[config.mk]
export PLATFORM = sky130hd
export DESIGN_NAME = ps2_frame_rx
export DESIGN_NICKNAME = d
export VERILOG_FILES = /design/src/rtl/ps2_pkg.sv /design/src/rtl/sync_fifo.sv /design/src/rtl/ps2_frame_rx.sv
export SDC_FILE = /design/constraint.sdc
export NUM_CORES = 1
export LEC_CHECK = 0
export CAP_MARGIN = 10
export CORE_UTILIZATION = 50
export CTS_CLUSTER_DIAMETER = 150
export DETAILED_ROUTE_END_ITERATION = 8
export PLACE_DENSITY = 0.7
export SLEW_MARGIN = 30
export SYNTH_ARGS = -nofsm -noshare
export SYNTH_HDL_FRONTEND = slang
export SYNTH_SLANG_ARGS = --single-unit
[constraint.sdc]
create_clock -name clk -period 2.7 [get_ports clk]
set_clock_uncertainty 0.05 [all_clocks]
set_input_delay 0.405 -clock clk [delete_from_list [all_inputs] [get_ports clk]]
set_output_delay 0.405 -clock clk [all_outputs]
set_load 0.01 [all_outputs]
[src/rtl/ps2_pkg.sv]
// Shared constants, frame layout and frame-check helper for the PS/2 receive path.
package ps2_pkg;

  localparam int unsigned FRAME_BITS  = 11;
  localparam int unsigned SYNC_STAGES = 2;
  localparam int unsigned BITCNT_W    = $clog2(FRAME_BITS);

  localparam logic [7:0] BREAK_CODE = 8'hF0;
  localparam logic [7:0] EXT_CODE   = 8'hE0;

  typedef enum logic {
    RX_IDLE = 1'b0,
    RX_RECV = 1'b1
  } rx_state_e;

  // Wire order of a frame: start lands in bit 0, stop in bit 10
  typedef struct packed {
    logic       stop;
    logic       parity;
    logic [7:0] data;
    logic       start;
  } ps2_frame_t;

  function automatic logic frame_good(input ps2_frame_t f);
    return !f.start && f.stop && (^{f.data, f.parity});
  endfunction

endpackage

[src/rtl/sync_fifo.sv]
// Circular-buffer FIFO with first-word fall-through read and push/pop arbitration.
module sync_fifo
  import ps2_pkg::*;
#(
  parameter int unsigned ADDR_W = 3,
  parameter int unsigned DATA_W = 8
) (
  input  logic              clk,
  input  logic              rst,
  input  logic              push,
  input  logic [DATA_W-1:0] wdata,
  input  logic              pop_req,
  output logic [DATA_W-1:0] rdata,
  output logic              valid,
  output logic [ADDR_W:0]   count,
  output logic              drop_c
);

  localparam int unsigned DEPTH = 1 << ADDR_W;

  logic [DATA_W-1:0] mem_q [DEPTH];
  logic [ADDR_W-1:0] wr_ptr_q;
  logic [ADDR_W-1:0] rd_ptr_q;
  logic [ADDR_W:0]   count_q;
  logic              full_c;
  logic              pop_c;
  logic              push_ok_c;

  assign valid     = (count_q != '0);
  assign full_c    = (count_q == (ADDR_W + 1)'(DEPTH));
  assign pop_c     = pop_req && valid;
  // A full FIFO still takes a push when a pop frees the slot in the same cycle
  assign push_ok_c = push && (!full_c || pop_c);
  assign drop_c    = push && full_c && !pop_c;
  assign rdata     = mem_q[rd_ptr_q];
  assign count     = count_q;

  always_ff @(posedge clk) begin
    if (push_ok_c) begin
      mem_q[wr_ptr_q] <= wdata;
    end
  end

  always_ff @(posedge clk or posedge rst) begin
    if (rst) begin
      wr_ptr_q <= '0;
      rd_ptr_q <= '0;
      count_q  <= '0;
    end else begin
      if (push_ok_c) begin
        wr_ptr_q <= wr_ptr_q + 1'b1;
      end
      if (pop_c) begin
        rd_ptr_q <= rd_ptr_q + 1'b1;
      end
      case ({push_ok_c, pop_c})
        2'b10:   count_q <= count_q + 1'b1;
        2'b01:   count_q <= count_q - 1'b1;
        default: count_q <= count_q;
      endcase
    end
  end

endmodule

[src/rtl/ps2_frame_rx.sv]
// PS/2 line synchroniser, 11-bit frame deserialiser/validator with timeout,
// feeding accepted scan codes into a small FIFO with sticky overflow.
module ps2_frame_rx
  import ps2_pkg::*;
#(
  parameter int unsigned ADDR_W         = 3,
  parameter int unsigned TIMEOUT_CYCLES = 50000
) (
  input  logic              clk,
  input  logic              rst,
  input  logic              ps2_clk,
  input  logic              ps2_data,
  input  logic              rd_en,
  input  logic              clr_ovf,
  output logic [7:0]        rdata,
  output logic              valid,
  output logic [ADDR_W:0]   count,
  output logic              frame_err,
  output logic              overflow
);

  localparam int unsigned       TMO_W    = $clog2(TIMEOUT_CYCLES);
  localparam logic [TMO_W-1:0]  TMO_LAST = TMO_W'(TIMEOUT_CYCLES - 1);
  localparam logic [BITCNT_W-1:0] LAST_BIT = BITCNT_W'(FRAME_BITS - 1);

  logic [SYNC_STAGES-1:0] clk_sync_q;
  logic [SYNC_STAGES-1:0] data_sync_q;
  logic                   clk_hist_q;
  logic                   fall_q;
  logic                   data_s;

  rx_state_e              state_q, state_d;
  logic [BITCNT_W-1:0]    bitcnt_q, bitcnt_d;
  logic [FRAME_BITS-2:0]  frame_q, frame_d;
  logic [TMO_W-1:0]       tmo_q, tmo_d;
  logic                   push_q, push_d;
  logic [7:0]             push_byte_q, push_byte_d;
  logic                   err_q, err_d;
  logic                   overflow_q;
  logic                   drop_c;
  ps2_frame_t             frame_chk;

  // Lines idle high, so the synchronisers reset to 1 to avoid a false edge
  always_ff @(posedge clk or posedge rst) begin
    if (rst) begin
      clk_sync_q  <= '1;
      data_sync_q <= '1;
      clk_hist_q  <= 1'b1;
      fall_q      <= 1'b0;
    end else begin
      clk_sync_q  <= {clk_sync_q[SYNC_STAGES-2:0], ps2_clk};
      data_sync_q <= {data_sync_q[SYNC_STAGES-2:0], ps2_data};
      clk_hist_q  <= clk_sync_q[SYNC_STAGES-1];
      fall_q      <= clk_hist_q && !clk_sync_q[SYNC_STAGES-1];
    end
  end

  assign data_s    = data_sync_q[SYNC_STAGES-1];
  assign frame_chk = ps2_frame_t'({data_s, frame_q});

  always_ff @(posedge clk or posedge rst) begin
    if (rst) begin
      state_q     <= RX_IDLE;
      bitcnt_q    <= '0;
      frame_q     <= '0;
      tmo_q       <= '0;
      push_q      <= 1'b0;
      push_byte_q <= '0;
      err_q       <= 1'b0;
    end else begin
      state_q     <= state_d;
      bitcnt_q    <= bitcnt_d;
      frame_q     <= frame_d;
      tmo_q       <= tmo_d;
      push_q      <= push_d;
      push_byte_q <= push_byte_d;
      err_q       <= err_d;
    end
  end

  // Deserialiser: one bit per ps2_clk falling edge, verdict on the stop bit
  always_comb begin
    state_d     = state_q;
    bitcnt_d    = bitcnt_q;
    frame_d     = frame_q;
    tmo_d       = tmo_q;
    push_d      = 1'b0;
    push_byte_d = push_byte_q;
    err_d       = 1'b0;

    if (fall_q) begin
      tmo_d = '0;
      if (bitcnt_q == LAST_BIT) begin
        state_d  = RX_IDLE;
        bitcnt_d = '0;
        if (frame_good(frame_chk)) begin
          push_d      = 1'b1;
          push_byte_d = frame_chk.data;
        end else begin
          err_d = 1'b1;
        end
      end else begin
        frame_d[bitcnt_q] = data_s;
        bitcnt_d          = bitcnt_q + 1'b1;
        state_d           = RX_RECV;
      end
    end else if (state_q == RX_RECV) begin
      // Abort at the last count, so the counter can never wrap
      if (tmo_q == TMO_LAST) begin
        state_d  = RX_IDLE;
        bitcnt_d = '0;
        tmo_d    = '0;
        err_d    = 1'b1;
      end else begin
        tmo_d = tmo_q + 1'b1;
      end
    end
  end

  sync_fifo #(
    .ADDR_W (ADDR_W),
    .DATA_W (8)
  ) u_fifo (
    .clk     (clk),
    .rst     (rst),
    .push    (push_q),
    .wdata   (push_byte_q),
    .pop_req (rd_en),
    .rdata   (rdata),
    .valid   (valid),
    .count   (count),
    .drop_c  (drop_c)
  );

  // Sticky overflow; a new drop beats a simultaneous clear
  always_ff @(posedge clk or posedge rst) begin
    if (rst) begin
      overflow_q <= 1'b0;
    end else if (drop_c) begin
      overflow_q <= 1'b1;
    end else if (clr_ovf) begin
      overflow_q <= 1'b0;
    end
  end

  assign frame_err = err_q;
  assign overflow  = overflow_q;

endmodule

==> reports/results.tsv <==
stage	metric	value	unit
synthesis	synth_ff_type	edfxtp_1	
layout	final_nets	423	
die	die_x	104	um
synthesis	netlist_instances	363	
timing	fin_crit_sh	98.1	%
synthesis	synthTopCellsByArea	edfxtp_1, dfrtp_1, mux4_2, mux2_2, dfstp_2	
timing	worstMarginPinSlew	746	ps
clock_network	cts_sinks	122	
die	die-area	10900	sq um
power_and_ir_drop	peakVddDrop	0.465	mV
die	fp.dieH	104	um
synthesis	syn_area_per_cell	14.4	sq um
power_and_ir_drop	power.leakage	2.39	nW
global_routing	grt_pass1_wl	15.7	mm
critical_path	required	2250	ps
timing	rsz0062_at_grt	true	
synthesis	synthArstFlopShare	47.5	%
run_status	status	complete, no violations	
timing	hold_viol	0	
die	core-area	10200	sq um
global_routing	grt_pass1_vias	3132	
power_and_ir_drop	power.density	926	nW/um^2
clock_network	cts-root-buf	clkbuf_8	
timing	setup_viol	0	
detailed_routing	drc_errors	0	
layout	fin_util	62.6	%
die	start_util	51.2	%
timing	fmax	377	MHz
detailed_routing	drt_iter0_drc	159	
synthesis	synthesis.nets	375	
detailed_routing	via_count	3079	
layout	area_delta_synth_final	22.2	%
synthesis	yosysWarnings	0	
detailed_routing	wl_per_cell	16.9	um
synthesis	yosysTopAreaCell	edfxtp_1	
detailed_routing	drtAntennaViolNets	0	
global_routing	grt-ovfl-total	0	
clock_network	cts_made_buffers	17	
clock_network	cts.clk_slew.worst_paths	60	ps
clock_network	clock_path_buffers	2	
timing	holdWs	219	ps
placement	routabilityCongestion	0.841	
timing	max_slew_margin	50.1	%
global_routing	globalRouteTotalUtil	19.2	%
synthesis	synth.most_common_cell	edfxtp_1	
detailed_routing	dr.pass1.iters	6	
clock_network	tritoncts	yes	
timing	fin_tns_setup	0	ps
clock_network	clk_latency	520	ps
clock_network	ctsHoldBuffers	0	
global_routing	antenna_found_initial	0	
synthesis	yosysTopAreaCellShare	36.7	%
layout	filler_cell_count	748	
layout	drive_gt1_share	29.0	%
critical_path	crit_type	reg2out	
die	rows	37	
run	cap_violations	0	
synthesis	synth-edff-count	64	
layout	finalNonFillerCells	560	
timing	maxSlewViolCount	0	
placement	io_buffers	20	
die	io-pin-count	21	
layout	diodes	0	
critical_path	critPathLaunchType	flop	
placement	dpl.hpwl	5.73	mm
critical_path	cp_data_arrival_time	2190	ps
clock_network	h-tree-depth	4	
synthesis	synth_seq_cells	122	
critical_path	critPathMaxFanout	8	
detailed_routing	viasPerCell	5.50	
synthesis	syn_area	5240	sq um
global_routing	grt_max_degree	34	
synthesis	synthTopCellsByCount	edfxtp_1, dfrtp_1, mux2_2	
hold_path	hold_path_class	in2async	
timing	setup_slack	50.6	ps
synthesis	synth_cell_types	47	
placement	pre_cts_slack	85.6	ps
timing	min_period	2650	ps
synthesis	ys_seq_area_share	64.5	%
placement	place_inst	520	
critical_path	crit_path_end_kind	primary output	
detailed_routing	drt-total-wl	9.47	mm
## power breakdown
part	switching, mW	internal [mW]	leakage, nW
combinational	0.476	0.714	0.852
clock	0.868	1.52	0.304
sequential	0.236	2.12	1.23
total	1.58	4.35	2.39
## cells by family (layout without fill, tap and decap cells)
family	after synthesis	in the layout	synth area share, %
and+or+nand+nor	102	102	10.1
adders and majority gates	6	6	1.43
DFF	122	122	64.5
muxes	45	45	13.1
xor gates and xnor gates	17	17	3.10
AOI/OAI and AO/OA	45	45	5.54
buffers and inverters	26	87	2.24
## metrics by stage
| step | instance area [sq um] | total power [mW] |
|---|---|---|
| 2_1_floorplan | 5240 | 3.12 |
| 3_3_place_gp | 5690 | 3.43 |
| 3_5_place_dp | 5690 | 3.45 |
| 4_1_cts | 6400 | 5.99 |
| 5_1_grt | 6410 | 6.20 |
| 6_report | 6410 | 5.93 |
## sequential cells by signal, summed over array words and instances (netlist names)
register         flops
u_fifo.wr_ptr_q      3
u_fifo.count         4
u_fifo.rd_ptr_q      3
bitcnt_q             4
clk_hist_q           1
fall_q               1
frame_q             10
overflow             1
push_byte_q          8
tmo_q               16
state_q              1
data_sync_q          2
u_fifo.mem_q        64
clk_sync_q           2
frame_err            1
push_q               1
## area by class of cell
cell class	instances	area, sq um	area share, %
inverters	12	45.0	0.703
repair buffers	43	424	6.62
flip-flops and latches	122	3380	52.8
well taps	136	170	2.66
clock buffers	17	414	6.46
clock inverters	15	211	3.30
multi-input cells	215	1760	27.5
## placed cells by master (no fill, tap or decap), drive strengths merged, types with 4 or more instances in the layout
| cell | count |
|---|---|
| a21oi | 11 |
| edfxtp | 64 |
| dfstp | 5 |
| nor3 | 10 |
| clkbuf | 17 |
| xor2 | 7 |
| buf | 28 |
| xnor2 | 9 |
| nand3 | 12 |
| nand2b | 6 |
| mux4 | 16 |
| a21o | 5 |
| nor2 | 21 |
| bufinv | 4 |
| clkinv | 4 |
| clkdlybuf4s50 | 12 |
| nand3b | 4 |
| ha | 6 |
| inv | 18 |
| nand2 | 27 |
| o21ai | 18 |
| dfrtp | 53 |
| mux2 | 28 |
## worst max-delay path: stages (launching register included)
cell and delay, ps:
dfrtp_2 470, buf_16 160, mux4_2 500, mux2_2 270, dlygate4sd2_1 280
## metal layers
| metal | vias up | share of wire, % | global-route usage [%] |
|---|---|---|---|
| li1 | 1444 | - | - |
| met1 | 1564 | 44 | 24.4 |
| met2 | 55 | 51 | 30.5 |
| met3 | 16 | 2.9 | 5.20 |
| met4 | 0 | 2.0 | 9.18 |
| met5 | - | 0 | 0 |
## timing repair
item	CTS	global route
setup endpoints to repair	8	7
resized for setup	32	3
setup buffers	7	1
cloned	1	0
## final timing paths
path	startpoint	end	slack (ps)	cells past startpoint
worst max-delay path	u_fifo.rd_ptr_q[0]$_DFFE_PP0P_	rdata[7]	50	4
worst min-delay path	rst	u_fifo.wr_ptr_q[1]$_DFFE_PP0P_	220	2
worst max register to register	u_fifo.count[1]$_DFFE_PP0P_	u_fifo.count[2]$_DFFE_PP0P_	190	10
worst min register to register	clk_sync_q[0]$_DFF_PP1_	clk_sync_q[1]$_DFF_PP1_	300	0
max in group asynchronous	rst	clk_sync_q[1]$_DFF_PP1_	1730	3
min in group clk	ps2_data	data_sync_q[0]$_DFF_PP1_	240	1
(Power assumes the default switching activity.)
